## config.mk

```make
export PLATFORM = sky130hd
export DESIGN_NAME = wb_ffram_adapter_flat
export DESIGN_NICKNAME = d
export VERILOG_FILES = /design/src/rtl/ffram_pkg.sv /design/src/rtl/wb_ffram_adapter_if.sv /design/src/rtl/ffram_sel_expand.sv /design/src/rtl/wb_ffram_adapter.sv /design/src/flat_wrapper.sv
export SDC_FILE = /design/constraint.sdc
export NUM_CORES = 1
export LEC_CHECK = 0
export ABC_AREA = 1
export BUFFER_PORTS_ARGS = -buffer_cell sky130_fd_sc_hd__buf_2
export CAP_MARGIN = 20
export CORE_UTILIZATION = 40
export CTS_BUF_LIST = sky130_fd_sc_hd__clkbuf_8 sky130_fd_sc_hd__clkbuf_16
export DETAILED_ROUTE_END_ITERATION = 16
export PLACE_DENSITY = 0.76
export SETUP_SLACK_MARGIN = 0.5
export SLEW_MARGIN = 0
export SYNTH_ARGS = -nofsm -noshare
export SYNTH_HDL_FRONTEND = slang
export SYNTH_SLANG_ARGS = --single-unit
export TNS_END_PERCENT = 50
```

## constraint.sdc

```tcl
create_clock -name clk -period 1.55 [get_ports clk]
set_clock_uncertainty 0.15 [all_clocks]
set_input_delay 0.0775 -clock clk [delete_from_list [all_inputs] [get_ports clk]]
set_output_delay 0.0775 -clock clk [all_outputs]
set_load 0.01 [all_outputs]
```

## src/rtl/ffram_pkg.sv

```systemverilog
// ffram_pkg
//   Shared types and helpers for the Wishbone front end of the flip-flop RAM.
//   - wbf_state_t : adapter FSM state encoding
//   - WB_ADR_W    : Wishbone byte-address width
//   - MAX_SEL_W   : widest byte-select vector the mask helper supports
//   - sel_to_mask : expands each byte-select bit into an 8-bit lane mask
package ffram_pkg;

  localparam int WB_ADR_W  = 32;
  localparam int MAX_SEL_W = 16;

  typedef enum logic [1:0] {
    IDLE  = 2'd0,
    READ  = 2'd1,
    WRITE = 2'd2,
    ACK   = 2'd3
  } wbf_state_t;

  // Byte lane i of the result is all ones when sel[i] is set.
  function automatic logic [8*MAX_SEL_W-1:0] sel_to_mask(input logic [MAX_SEL_W-1:0] sel);
    logic [8*MAX_SEL_W-1:0] m;
    m = {(8*MAX_SEL_W){1'b0}};
    for (int i = 0; i < MAX_SEL_W; i++) begin
      m[8*i +: 8] = {8{sel[i]}};
    end
    return m;
  endfunction

endpackage

```

## src/rtl/wb_ffram_adapter_if.sv

```systemverilog
// wb_ffram_adapter_if
//   Wishbone classic slave-port bundle between the interconnect and the adapter.
//   Master drives cyc/stb/we/sel/adr/dat_i; slave returns ack and dat_o.
//   Parameter WORD_W : data width in bits (multiple of 8).
interface wb_ffram_adapter_if
  import ffram_pkg::*;
#(
  parameter int WORD_W = 32
);
  localparam int SEL_W = WORD_W / 8;

  logic                wbs_cyc_i;
  logic                wbs_stb_i;
  logic                wbs_we_i;
  logic [SEL_W-1:0]    wbs_sel_i;
  logic [WB_ADR_W-1:0] wbs_adr_i;
  logic [WORD_W-1:0]   wbs_dat_i;
  logic                wbs_ack_o;
  logic [WORD_W-1:0]   wbs_dat_o;

  modport slave (
    input  wbs_cyc_i, wbs_stb_i, wbs_we_i, wbs_sel_i, wbs_adr_i, wbs_dat_i,
    output wbs_ack_o, wbs_dat_o
  );

  modport master (
    output wbs_cyc_i, wbs_stb_i, wbs_we_i, wbs_sel_i, wbs_adr_i, wbs_dat_i,
    input  wbs_ack_o, wbs_dat_o
  );

endinterface

```

## src/rtl/ffram_sel_expand.sv

```systemverilog
// ffram_sel_expand
//   Combinational byte-select to bit-mask expansion.
//   sel_i  [SEL_W]  : byte selects
//   mask_o [WORD_W] : each select bit replicated across its byte lane
module ffram_sel_expand
  import ffram_pkg::*;
#(
  parameter int WORD_W = 32,
  parameter int SEL_W  = WORD_W / 8
) (
  input  logic [SEL_W-1:0]  sel_i,
  output logic [WORD_W-1:0] mask_o
);

  // Widen to the helper's fixed width, then keep only the lanes this word has.
  assign mask_o = WORD_W'(sel_to_mask(MAX_SEL_W'(sel_i)));

endmodule

```

## src/rtl/wb_ffram_adapter.sv

```systemverilog
// wb_ffram_adapter
//   Wishbone classic slave front end for the flip-flop RAM. Each WB cycle becomes
//   RAM strobes; read data is registered and returned with a one-cycle ack. The RAM
//   zeroes unmasked bits on write, so partial byte writes are read-modify-write.
// Ports
//   clk, rst    : clock, synchronous active-high reset
//   wbs         : Wishbone slave bundle (cyc/stb/we/sel/adr/dat_i -> ack/dat_o)
//   ram_wb_en   : RAM access enable
//   ram_r_en    : 1 = RAM read, 0 = RAM write
//   ram_bit_en  : RAM bit enable
//   ram_addr    : RAM word address (held from capture to ack)
//   ram_d_in    : RAM write data
//   ram_d_out   : RAM combinational read data
module wb_ffram_adapter
  import ffram_pkg::*;
#(
  parameter int WORD_NUM = 256,
  parameter int WORD_W   = 32,
  parameter int AD_WIDTH = $clog2(WORD_NUM),
  parameter int SEL_W    = WORD_W / 8
) (
  input  logic                clk,
  input  logic                rst,
  wb_ffram_adapter_if.slave   wbs,
  output logic                ram_wb_en,
  output logic                ram_r_en,
  output logic [WORD_W-1:0]   ram_bit_en,
  output logic [AD_WIDTH-1:0] ram_addr,
  output logic [WORD_W-1:0]   ram_d_in,
  input  logic [WORD_W-1:0]   ram_d_out
);

  localparam logic [1:0] S_IDLE  = IDLE;
  localparam logic [1:0] S_READ  = READ;
  localparam logic [1:0] S_WRITE = WRITE;
  localparam logic [1:0] S_ACK   = ACK;

  logic [1:0]          state_q,  state_d;
  logic [AD_WIDTH-1:0] adr_q,    adr_d;
  logic                we_q,     we_d;
  logic [SEL_W-1:0]    sel_q,    sel_d;
  logic [WORD_W-1:0]   dat_q,    dat_d;
  logic [WORD_W-1:0]   rdata_q,  rdata_d;

  logic [WORD_W-1:0]   selmask_s;
  logic                req_s;
  logic                sel_full_s;
  logic                sel_none_s;
  logic                ack_s;
  logic [WORD_W-1:0]   dat_o_s;
  logic                adr_unused_s;

  // Byte offset and bits above the RAM depth do not take part in decoding.
  assign adr_unused_s = ^{wbs.wbs_adr_i[WB_ADR_W-1:AD_WIDTH+2], wbs.wbs_adr_i[1:0]};

  ffram_sel_expand #(
    .WORD_W (WORD_W),
    .SEL_W  (SEL_W)
  ) u_sel_expand (
    .sel_i  (sel_q),
    .mask_o (selmask_s)
  );

  assign req_s      = wbs.wbs_cyc_i & wbs.wbs_stb_i;
  assign sel_full_s = &wbs.wbs_sel_i;
  assign sel_none_s = ~(|wbs.wbs_sel_i);

  // Next-state and request-capture logic.
  always_comb begin
    state_d = state_q;
    adr_d   = adr_q;
    we_d    = we_q;
    sel_d   = sel_q;
    dat_d   = dat_q;
    rdata_d = rdata_q;
    case (state_q)
      S_IDLE: begin
        if (req_s) begin
          adr_d = wbs.wbs_adr_i[AD_WIDTH+1:2];
          we_d  = wbs.wbs_we_i;
          sel_d = wbs.wbs_sel_i;
          dat_d = wbs.wbs_dat_i;
          if (!wbs.wbs_we_i) begin
            state_d = S_READ;
          end else if (sel_full_s) begin
            state_d = S_WRITE;
          end else if (sel_none_s) begin
            state_d = S_ACK;   // nothing to write, just acknowledge
          end else begin
            state_d = S_READ;  // partial write: fetch old word first
          end
        end else begin
          state_d = S_IDLE;
        end
      end
      S_READ: begin
        if (!wbs.wbs_cyc_i) begin
          state_d = S_IDLE;
        end else begin
          rdata_d = ram_d_out;
          state_d = we_q ? S_WRITE : S_ACK;
        end
      end
      S_WRITE: begin
        if (!wbs.wbs_cyc_i) begin
          state_d = S_IDLE;
        end else begin
          state_d = S_ACK;
        end
      end
      S_ACK: begin
        state_d = S_IDLE;
      end
      default: begin
        state_d = S_IDLE;
      end
    endcase
  end

  // State, request and read-data registers.
  always_ff @(posedge clk) begin
    if (rst) begin
      state_q <= S_IDLE;
      adr_q   <= {AD_WIDTH{1'b0}};
      we_q    <= 1'b0;
      sel_q   <= {SEL_W{1'b0}};
      dat_q   <= {WORD_W{1'b0}};
      rdata_q <= {WORD_W{1'b0}};
    end else begin
      state_q <= state_d;
      adr_q   <= adr_d;
      we_q    <= we_d;
      sel_q   <= sel_d;
      dat_q   <= dat_d;
      rdata_q <= rdata_d;
    end
  end

  // RAM strobes and WB response decoded from the current state. Enables are
  // gated by cyc (abort) and rst so neither an aborted nor a reset cycle writes.
  always_comb begin
    ram_wb_en  = 1'b0;
    ram_r_en   = 1'b0;
    ram_bit_en = {WORD_W{1'b0}};
    ram_d_in   = {WORD_W{1'b0}};
    ack_s      = 1'b0;
    dat_o_s    = {WORD_W{1'b0}};
    case (state_q)
      S_READ: begin
        ram_wb_en  = wbs.wbs_cyc_i & ~rst;
        ram_r_en   = 1'b1;
        ram_bit_en = {WORD_W{1'b1}};
      end
      S_WRITE: begin
        ram_wb_en  = wbs.wbs_cyc_i & ~rst;
        ram_r_en   = 1'b0;
        ram_bit_en = {WORD_W{1'b1}};
        if (&sel_q) begin
          ram_d_in = dat_q;
        end else begin
          ram_d_in = (dat_q & selmask_s) | (rdata_q & ~selmask_s);
        end
      end
      S_ACK: begin
        ack_s = wbs.wbs_cyc_i & ~rst;
        if (ack_s && !we_q) begin
          dat_o_s = rdata_q & selmask_s;
        end else begin
          dat_o_s = {WORD_W{1'b0}};
        end
      end
      default: begin
        ack_s = 1'b0;
      end
    endcase
  end

  assign wbs.wbs_ack_o = ack_s;
  assign wbs.wbs_dat_o = dat_o_s;
  assign ram_addr      = adr_q;

endmodule

```

## src/flat_wrapper.sv

```systemverilog
// flat-port wrapper written by rule: the top's interface ports become plain ports
module wb_ffram_adapter_flat import ffram_pkg::*;
#(
  parameter int WORD_NUM = 256,
  parameter int WORD_W   = 32,
  parameter int AD_WIDTH = $clog2(WORD_NUM),
  parameter int SEL_W    = WORD_W / 8
)
  (clk, rst, ram_wb_en, ram_r_en, ram_bit_en, ram_addr, ram_d_in, ram_d_out, wbs_wbs_cyc_i, wbs_wbs_stb_i, wbs_wbs_we_i, wbs_wbs_sel_i, wbs_wbs_adr_i, wbs_wbs_dat_i, wbs_wbs_ack_o, wbs_wbs_dat_o);
  wb_ffram_adapter_if #(.WORD_W(WORD_W)) wbs_i ();
  input  logic clk;
  input  logic rst;
  output logic ram_wb_en;
  output logic ram_r_en;
  output logic [WORD_W-1:0] ram_bit_en;
  output logic [AD_WIDTH-1:0] ram_addr;
  output logic [WORD_W-1:0] ram_d_in;
  input  logic [WORD_W-1:0] ram_d_out;
  input wire logic [$bits(wbs_i.wbs_cyc_i)-1:0] wbs_wbs_cyc_i;
  input wire logic [$bits(wbs_i.wbs_stb_i)-1:0] wbs_wbs_stb_i;
  input wire logic [$bits(wbs_i.wbs_we_i)-1:0] wbs_wbs_we_i;
  input wire logic [$bits(wbs_i.wbs_sel_i)-1:0] wbs_wbs_sel_i;
  input wire logic [$bits(wbs_i.wbs_adr_i)-1:0] wbs_wbs_adr_i;
  input wire logic [$bits(wbs_i.wbs_dat_i)-1:0] wbs_wbs_dat_i;
  output wire logic [$bits(wbs_i.wbs_ack_o)-1:0] wbs_wbs_ack_o;
  output wire logic [$bits(wbs_i.wbs_dat_o)-1:0] wbs_wbs_dat_o;
  assign wbs_i.wbs_cyc_i = wbs_wbs_cyc_i;
  assign wbs_i.wbs_stb_i = wbs_wbs_stb_i;
  assign wbs_i.wbs_we_i = wbs_wbs_we_i;
  assign wbs_i.wbs_sel_i = wbs_wbs_sel_i;
  assign wbs_i.wbs_adr_i = wbs_wbs_adr_i;
  assign wbs_i.wbs_dat_i = wbs_wbs_dat_i;
  assign wbs_wbs_ack_o = wbs_i.wbs_ack_o;
  assign wbs_wbs_dat_o = wbs_i.wbs_dat_o;
  wb_ffram_adapter #(.WORD_NUM(WORD_NUM), .WORD_W(WORD_W), .AD_WIDTH(AD_WIDTH), .SEL_W(SEL_W)) u_core (.clk(clk), .rst(rst), .wbs(wbs_i), .ram_wb_en(ram_wb_en), .ram_r_en(ram_r_en), .ram_bit_en(ram_bit_en), .ram_addr(ram_addr), .ram_d_in(ram_d_in), .ram_d_out(ram_d_out));
endmodule
```

======== Word-level counts from Yosys, hierarchy flattened ========
Cells that the tools add are included.
storage, ports and cells
  register bits ........................... 79
  input port bits ......................... 105
  output and inout port bits .............. 107
  word-level logic and storage cells ...... 42
operators by class
  equality and inequality tests ........... 3
  multiplexer cells ....................... 16
  bitwise logic cells ..................... 8
  reduce and logical (&&, ||, !) cells .... 9
operators by type and width
  kind                                                              number
  32-bit 2-to-1 mux                                                 5
  32-bit bitwise AND                                                3
  32-bit NOT                                                        1
  32-bit OR                                                         1
  2-bit 2-to-1 mux                                                  6
  2-bit case mux with 4 select lines                                1
  4-bit AND reduction                                               2
  2-bit == test (second input constant)                             2
  1-bit 2-to-1 mux                                                  4
  2-bit AND reduction                                               2
  4-bit OR reduction                                                1
  1-bit bitwise AND                                                 2
  2-bit by 1-bit == test with 1-bit output (second input constant)  1
  2-bit logical NOT                                                 1
  2-bit OR reduction                                                1
  1-bit logical AND                                                 1
  1-bit logical NOT                                                 1
  1-bit NOT                                                         1

======== Longest topological paths before layout ========
Gate-level depths: netlist (run 1).
  depth in word-level cells ............... 6
  gate-level depth with buffers ........... 7
  gate-level depth less buffers ........... 6

======== Modules after synthesis ========
A second synthesis (run 1) with hierarchy kept.
unflattened totals
  cell total of the unflattened synthesis .. 643
  area total of the unflattened synthesis .. 4355.4 um2
by module, submodules not included
  module            times used  cells each  area an instance (um2)  seq. area each (um2)
  wb_ffram_adapter  1           611         4115.2                  1581.5
  ffram_sel_expand  1           32          240.2                   0.0

======== Worst setup path after synthesis (run 1) ========
Ideal clock, no wire load.
  path type ............................... register to output
  from .................................... register u_core.state_q[0]
  to ...................................... output port ram_wb_en
  data arrival time ....................... 1.482 ns
  required time ........................... 1.322 ns
  setup slack ............................. -0.159 ns
  cell stages (with the launch flop) ...... 5
  buffers on the path ..................... 0
  path through ............................ dfxtp_1 inv_1 ha_1 inv_1 nor2_1
on the way
  longest elaborated chain between the ends .. 3
RTL lines
  what                                                                       RTL line                 RTL
  start: declaration                                                         wb_ffram_adapter.sv:38   logic [1:0] state_q, state_d;
  start signal: assignment                                                   wb_ffram_adapter.sv:130  state_q <= state_d;
  2-bit by 1-bit == test with 1-bit output or 2-bit == test (tied branches)  wb_ffram_adapter.sv:148  case (state_q)
  2-bit OR reduction (no line) (*)                                           n/a
  1-bit 2-to-1 mux (*)                                                       n/a
  end: declaration                                                           flat_wrapper.sv:13       output logic ram_wb_en;
Every way passes the cells marked *; elsewhere a longest branch is shown, timed or not.

======== Worst setup path after layout (run 1) ========
  from .................................... register u_core.state_q[0]
  to ...................................... output port ram_d_in[4]
on the way
  longest elaborated chain between the ends .. 2
RTL lines
  what               RTL line                 RTL
  2-bit == test      wb_ffram_adapter.sv:148
  32-bit 2-to-1 mux  wb_ffram_adapter.sv:148
  end: declaration   flat_wrapper.sv:17       output logic [WORD_W-1:0] ram_d_in;
No other way between the ends.

==> results of run 1 <==
[power groups by stage]
stage	registers, W	logic [W]	clock network [W]
floorplan	0.00223	0.000454	0
CTS	0.00220	0.000889	0.00148
detailed placement	0.00224	0.000634	0
global placement	0.00223	0.000615	0
finish	0.00222	0.00100	0.00148
global route	0.00222	0.00108	0.00158
[area by class of cell]
class	instances	area share
inverter	56	0.0340
sequential	79	0.239
timing repair buffer	296	0.355
tap	111	0.0208
multi-input combinational	316	0.324
clock buffer	9	0.0185
clock inverter	6	0.00804
[layout by cell type, fill, tap and decap left out, types with 4 or more instances in the layout]
cell type	synthesis	final
dlygate4sd3_1	0	78
o21ai_1	3	68
clkbuf_8	0	9
ha_4	0	4
dfxtp_1	79	67
buf_4	33	7
dfxtp_2	0	10
nand2_1	17	11
o21ai_4	0	5
o21ai_2	0	34
nor3b_2	0	31
inv_1	56	52
a21oi_1	79	59
buf_6	0	49
nor2_1	69	67
a21oi_2	0	20
nand2_8	0	4
buf_2	8	150
buf_12	0	7
[worst min-delay path, cell delays in order]
cell and delay, ns:
buf_2 0.13, nand3_4 0.14, a21oi_1 0.09
[what timing repair did]
item                                    CTS  global route
gates cloned                              1             1
pin swaps                                11             6
setup buffers                            11             3
endpoints found under the setup margin  179           186
endpoints found under the hold margin    79             2
resized for setup                        87            84
[through the flow]
step / hold slack, ns / instance area (um2)
2_1_floorplan: -0.0131 / 4200
3_3_place_gp: 0.150 / 4920
3_5_place_dp: 0.145 / 4920
4_1_cts: -0.0296 / 6300
5_1_grt: -0.0164 / 6690
6_report: -0.0146 / 6690
[per-layer routing]
layer  global-route usage  part of all wire  vias to the layer above
met1                0.296              0.39                     2122
met3               0.0583             0.072                       61
met2                0.483              0.50                      247
met4                0.124             0.037                        0
li1                     -                 -                     2159
met5                    0                 0                        -
[kinds of logic after synthesis]
family | share of synthesized area
simple gates | 0.157
compound gates | 0.249
buf+inv | 0.159
fa+ha+maj | 0.0166
flops | 0.419
[cells in the mapped netlist]
cell | n | area (um2)
nor2_1 | 69 | 259
buf_4 | 33 | 248
nand2_1 | 17 | 63.8
clkbuf_1 | 25 | 93.8
a21oi_1 | 79 | 395
nand3_1 | 4 | 20.0
dfxtp_1 | 79 | 1580
clkbuf_2 | 1 | 5.00
ha_1 | 5 | 62.6
o21ai_0 | 106 | 531
buf_2 | 8 | 40.0
o21ai_1 | 3 | 15.0
inv_1 | 56 | 210
nor3b_1 | 32 | 240
buf_1 | 1 | 3.75
nand3_2 | 1 | 10.0
[state kept, by name, summed over array words and instances, names as in the netlist]
register,cells
u_core.dat_q,32
u_core.ram_addr,8
u_core.rdata_q,32
u_core.sel_q,4
u_core.state_q,2
u_core.we_q,1
[path summary, 6_finish.rpt]
path,start,end,slack (ns),cells after the start
setup reg to reg,u_core.state_q[1],u_core.dat_q[4],-0.04,7
setup / recovery,u_core.state_q[0],ram_d_in[4],-0.25,6
hold reg to reg,u_core.ram_addr[4],u_core.ram_addr[4],0.30,2
hold / removal,wbs_wbs_stb_i,u_core.sel_q[2],-0.01,3
==> qor.txt, run 1 <==
Synthesized area -> 3780 um2
Initial standard-cell utilization of the core -> 0.411
Hold/Removal Path Class -> input port to flop
Root buf cell -> clkbuf_8
Post-DRT Antenna Nets -> 0
Via count -> 4,589
Critical Path Max Stage Delay -> 0.37 ns
Area growth from synthesis to layout -> 77.0%
Total of flip-flops plus latches after synthesis -> 79
Ports placed on the boundary -> 212
Overall global routing resource usage -> 0.266
Wire length of the first global-routing pass -> 20,700 um
Relative max-transition margin -> 0.748
Endpoints failing hold -> 2
Number of nets produced by synthesis -> 629
Startpoint kind of the worst setup timing path -> flop
Total inserted antenna cells -> 0
Full die area -> 9840 um2
Hold WS -> -0.0146 ns
Die boundary width -> 99.2 um
Register area share after synthesis -> 0.419
Finished Core Util -> 0.727
Area of combinational cells with multiple inputs -> 2170 um2
Area used by sequential logic in the layout -> 1600 um2
Post-detailed-route via-to-cell ratio -> 5.26
Static leakage power -> 2.84 nW
Clock network latency to the later pin of the worst-skew pair -> 0.33 ns
Worst-margin pin slew -> 0.377 ns
Total wirelength of the detailed-routed design -> 14,400 um
Count of yosys warnings during synthesis -> 0
Avg Cell Area, Syn -> 7.28 um2
Number of nets at the end of the flow -> 868
Worst EP required -> 1.32 ns
Count of placed standard cells including taps -> 764
Detailed placement HPWL -> 7510 um
Clock power frac -> 0.315
Initial antenna violation count -> 0
MaxCap Viol Count -> 0
Share of layout cells above drive strength 1 -> 0.465
Sum of negative setup slack -> -15.55 ns
Count of mapped cells out of synthesis -> 519
TritonCTS clock tree -> done
Non-filler cells, final -> 873
Clock slew at the register clock pins of the worst setup and hold paths -> 0.07 ns
CTS Hold Buffers Added -> 78
Cell Rows -> 35
Violated checks -> hold timing, setup timing
Portion of the clock cycle consumed by the worst path in the final layout -> 1.16
Count of buffering cells on the critical path with inverters included -> 3
Master of the slowest instance on the critical path -> dfxtp_4
Vias in the first global route -> 4,391
Cell variety after synth -> 16
Peak Freq -> 556 MHz
Slew Limit Fails -> 0
Outcome -> finished with violations
Pre-CTS WS -> 0.0221 ns
Core region area -> 9200 um2
Remaining global-route overflow -> 0
Routed WL per cell -> 16.5 um
Portion of total power attributed to sequential cells -> 0.471
PortBufs -> 187
Post-route total power -> 0.00470 W
Worst setup EP type -> output port
Logic gate share of total power -> 0.214
Number of buffers added by the clock tree synthesis step -> 9
H-tree Lvls -> 3
Setup violations, final -> 102
Final worst path period need -> 1.80 ns
Vert. Die Dim -> 99.2 um
Total net switching power -> 0.00133 W
Cell type group with the largest total delay on the critical path -> buffers and inverters
P per Cell Area -> 703 nW/um2
Sink count of the clock tree -> 79
Worst setup slack after layout -> -0.248 ns
Internal Power -> 0.00337 W
Chain of cells forming the critical path -> inv_4 > ha_4 > clkbuf_16 > o21ai_2 > a21oi_1 > buf_2
Fillcell total -> 633
Iteration-0 DRC Markers -> 156
Number of buffers between clock root and the deepest sink -> 2
Highest ir drop seen on vdd -> 0.000357 V
Routability Congestion -> 0.750
Crit Path Category -> flop to output port
Maximum number of pins on one net before global-route repair -> 79
Data arrival time of the critical path -> 1.57 ns
First drt pass iteration count -> 4
RSZ-0062 raised after global routing -> yes
DRC violation count after routing -> 0
Maximum net fanout on the critical path -> 7
Net switching fraction of the power -> 0.284
Power figures use the tool's default switching activity.
==> run 2: changes to the inputs <==
CORE_ASPECT_RATIO = 1.25   (was not set)
RECOVER_POWER = 50   (was not set)
==> qor.txt, run 2 (synthesis results as in run 1) <==
Worst setup slack after layout -> -0.269 ns (was -0.248 ns)
P per Cell Area -> 784 nW/um2 (was 703 nW/um2)
Share of layout cells above drive strength 1 -> 0.437 (was 0.465)
Number of buffers added by the clock tree synthesis step -> 9 (unchanged)
Portion of total power attributed to sequential cells -> 0.411 (was 0.471)
Worst EP required -> 1.32 ns (about the same)
Net switching fraction of the power -> 0.257 (was 0.284)
Violated checks -> setup timing (was hold timing, setup timing)
Wire length of the first global-routing pass -> 20,900 um (was 20,700 um)
Root buf cell -> clkbuf_16 (was clkbuf_8)
Cell depth of the worst min-delay path -> 5 (was 3)
Cell area after layout -> 6870 um2 (was 6690 um2)
Internal Power -> 0.00401 W (was 0.00337 W)
Portion of the clock cycle consumed by the worst path in the final layout -> 1.17 (was 1.16)
Slack of the worst reg-to-reg path -> -0.05 ns (was -0.04 ns)
H-tree Lvls -> 3 (unchanged)
Outcome -> finished with violations (unchanged)
Number of nets at the end of the flow -> 872 (was 868)
Maximum number of pins on one net before global-route repair -> 52 (was 79)
Data arrival time of the critical path -> 1.59 ns (was 1.57 ns)
Fillcell total -> 642 (was 633)
Hold WS -> 0.0944 ns (was -0.0146 ns)
Iteration-0 DRC Markers -> 198 (was 156)
Remaining global-route overflow -> 0 (unchanged)
Most common library cell in the layout ignoring fill and taps -> buf_2 (unchanged)
Source of the critical timing path -> u_core.state_q[0] (unchanged)
Cell area reported after detailed placement -> 4960 um2 (was 4920 um2)
Area growth from synthesis to layout -> 81.9% (was 77.0%)
Full die area -> 9840 um2 (about the same)
Clock power frac -> 0.407 (was 0.315)
Core region area -> 9170 um2 (was 9200 um2)
Total wirelength of the detailed-routed design -> 14,500 um (was 14,400 um)
Initial standard-cell utilization of the core -> 0.412 (was 0.411)
Relative max-transition margin -> 0.716 (was 0.748)
PortBufs -> 187 (unchanged)
Initial antenna violation count -> 0 (unchanged)
Slew Limit Fails -> 0 (unchanged)
Vias in the first global route -> 4,496 (was 4,391)
Cell Rows -> 39 (was 35)
Terminus of the critical flop-to-flop path -> u_core.dat_q[12] (was u_core.dat_q[4])
Total inserted antenna cells -> 0 (unchanged)
DRC violation count after routing -> 0 (unchanged)
Busiest metal layer after global routing -> met2 (unchanged)
GR Layer Usage met3 -> 0.0454 (was 0.0583)
Static leakage power -> 2.93 nW (was 2.84 nW)
TritonCTS clock tree -> done (unchanged)
Endpoints failing hold -> 0 (was 2)
Met2 Resource Use GR -> 0.509 (was 0.483)
Post-detailed-route via-to-cell ratio -> 5.10 (was 5.26)
First drt pass iteration count -> 4 (unchanged)
Final worst path period need -> 1.82 ns (was 1.80 ns)
Die boundary width -> 88.9 um (was 99.2 um)
RSZ-0062 raised after global routing -> yes (unchanged)
Routed WL per cell -> 16.3 um (was 16.5 um)
Setup violations, final -> 117 (was 102)
Startpoint kind of the worst setup timing path -> flop (unchanged)
Total net switching power -> 0.00139 W (was 0.00133 W)
Hold/Removal Path Class -> input port to flop (unchanged)
Highest-count cells in the layout ignoring fill and taps -> buf_2 (145), dlygate4sd3_1 (79), dfxtp_1 (75) (was buf_2 (150), dlygate4sd3_1 (78), o21ai_1 (68))
Clock network latency to the later pin of the worst-skew pair -> 0.34 ns (was 0.33 ns)
Ports placed on the boundary -> 212 (unchanged)
Reg2Reg Launch Point -> u_core.state_q[1] (unchanged)
Vert. Die Dim -> 111 um (was 99.2 um)
Pre-CTS WS -> 0.0400 ns (was 0.0221 ns)
MaxCap Viol Count -> 0 (unchanged)
Sink count of the clock tree -> 79 (unchanged)
Highest ir drop seen on vdd -> 0.000482 V (was 0.000357 V)
Clock slew at the register clock pins of the worst setup and hold paths -> 0.06 ns (was 0.07 ns)
Detailed placement HPWL -> 7570 um (was 7510 um)
Logic gate share of total power -> 0.182 (was 0.214)
Number of cell instances on the worst register-to-register path -> 7 (unchanged)
Routability Congestion -> 0.794 (was 0.750)
Maximum net fanout on the critical path -> 15 (was 7)
Overall global routing resource usage -> 0.276 (was 0.266)
Via count -> 4,543 (was 4,589)
Worst setup EP type -> output port (unchanged)
Global routing met1 resource utilization -> 0.283 (was 0.296)
Worst-margin pin slew -> 0.425 ns (was 0.377 ns)
Number of buffers between clock root and the deepest sink -> 2 (unchanged)
Capturing instance or port of the critical path -> ram_d_in[27] (was ram_d_in[4])
Peak Freq -> 550 MHz (was 556 MHz)
Post-DRT Antenna Nets -> 0 (unchanged)
Crit Path Category -> flop to output port (unchanged)
==> run 2: changes by cell type in the layout (fill, tap and decap cells not counted), sizes merged <==
cell | before | now
clkbuf | 10 | 23
buf | 217 | 209
inv | 59 | 57
clkinv | 2 | 3
dlygate4sd3 | 78 | 79
==> run 2: power by group through the flow <==
stage	Combinational [W]	Sequential (W)	Clock [W]
floorplan	0.000454	0.00223	0
global placement	0.000611	0.00224	0
detailed placement	0.000628	0.00224	0
CTS	0.000862	0.00221	0.00220
global route	0.00105	0.00223	0.00230
finish	0.000983	0.00222	0.00219
==> run 2: stage by stage <==
stage / std cells / utilization / total power [W] / setup TNS [ns]
floorplan: 519 / - / 0.00268 / 0
global placement: 776 / 0.541 / 0.00285 / 0
detailed placement: 776 / 0.541 / 0.00287 / 0
CTS: 886 / 0.710 / 0.00527 / -14.23
global route: 890 / 0.749 / 0.00558 / -26.10
finish: 890 / 0.749 / 0.00539 / -18.12
==> run 2: layout make-up <==
cell class | instances | area (um2) | share of cell area
clock buffer | 12 | 267 | 0.0388
clock inverter | 4 | 43.8 | 0.00637
inverter | 56 | 228 | 0.0331
multi-input combinational | 316 | 2140 | 0.312
sequential | 79 | 1590 | 0.232
tap | 123 | 154 | 0.0224
timing repair buffer | 299 | 2440 | 0.355
timing repair inverter | 1 | 8.76 | 0.00127
==> run 2: how the worst min path moves through the flow <==
stage	start	to
floorplan	rst	u_core.state_q[0]
global placement	rst	u_core.state_q[0]
detailed placement	rst	u_core.state_q[1]
CTS	wbs_wbs_stb_i	u_core.dat_q[31]
global route	rst	u_core.rdata_q[29]
finish	rst	u_core.rdata_q[2]
==> run 2: per-layer routing <==
metal	up-vias	part of all wire
li1	2172	-
met1	2116	0.37
met2	201	0.54
met3	54	0.051
met4	0	0.044
met5	-	0
==> run 2: what timing repair did <==
item,4_1_cts,5_1_grt
pin swaps,19,18
hold buffers,79,0
setup buffers,12,1
endpoints found under the setup margin,178,182
cloned,3,3
gates resized for setup,78,65
hold endpoints to repair,79,0
==> run 2: critical path, cell delays in order, from the launching register on <==
cell and delay, ns:
dfxtp_4 0.37, inv_4 0.07, ha_4 0.23, buf_12 0.16
o21ai_1 0.06, a21oi_1 0.18, buf_2 0.17
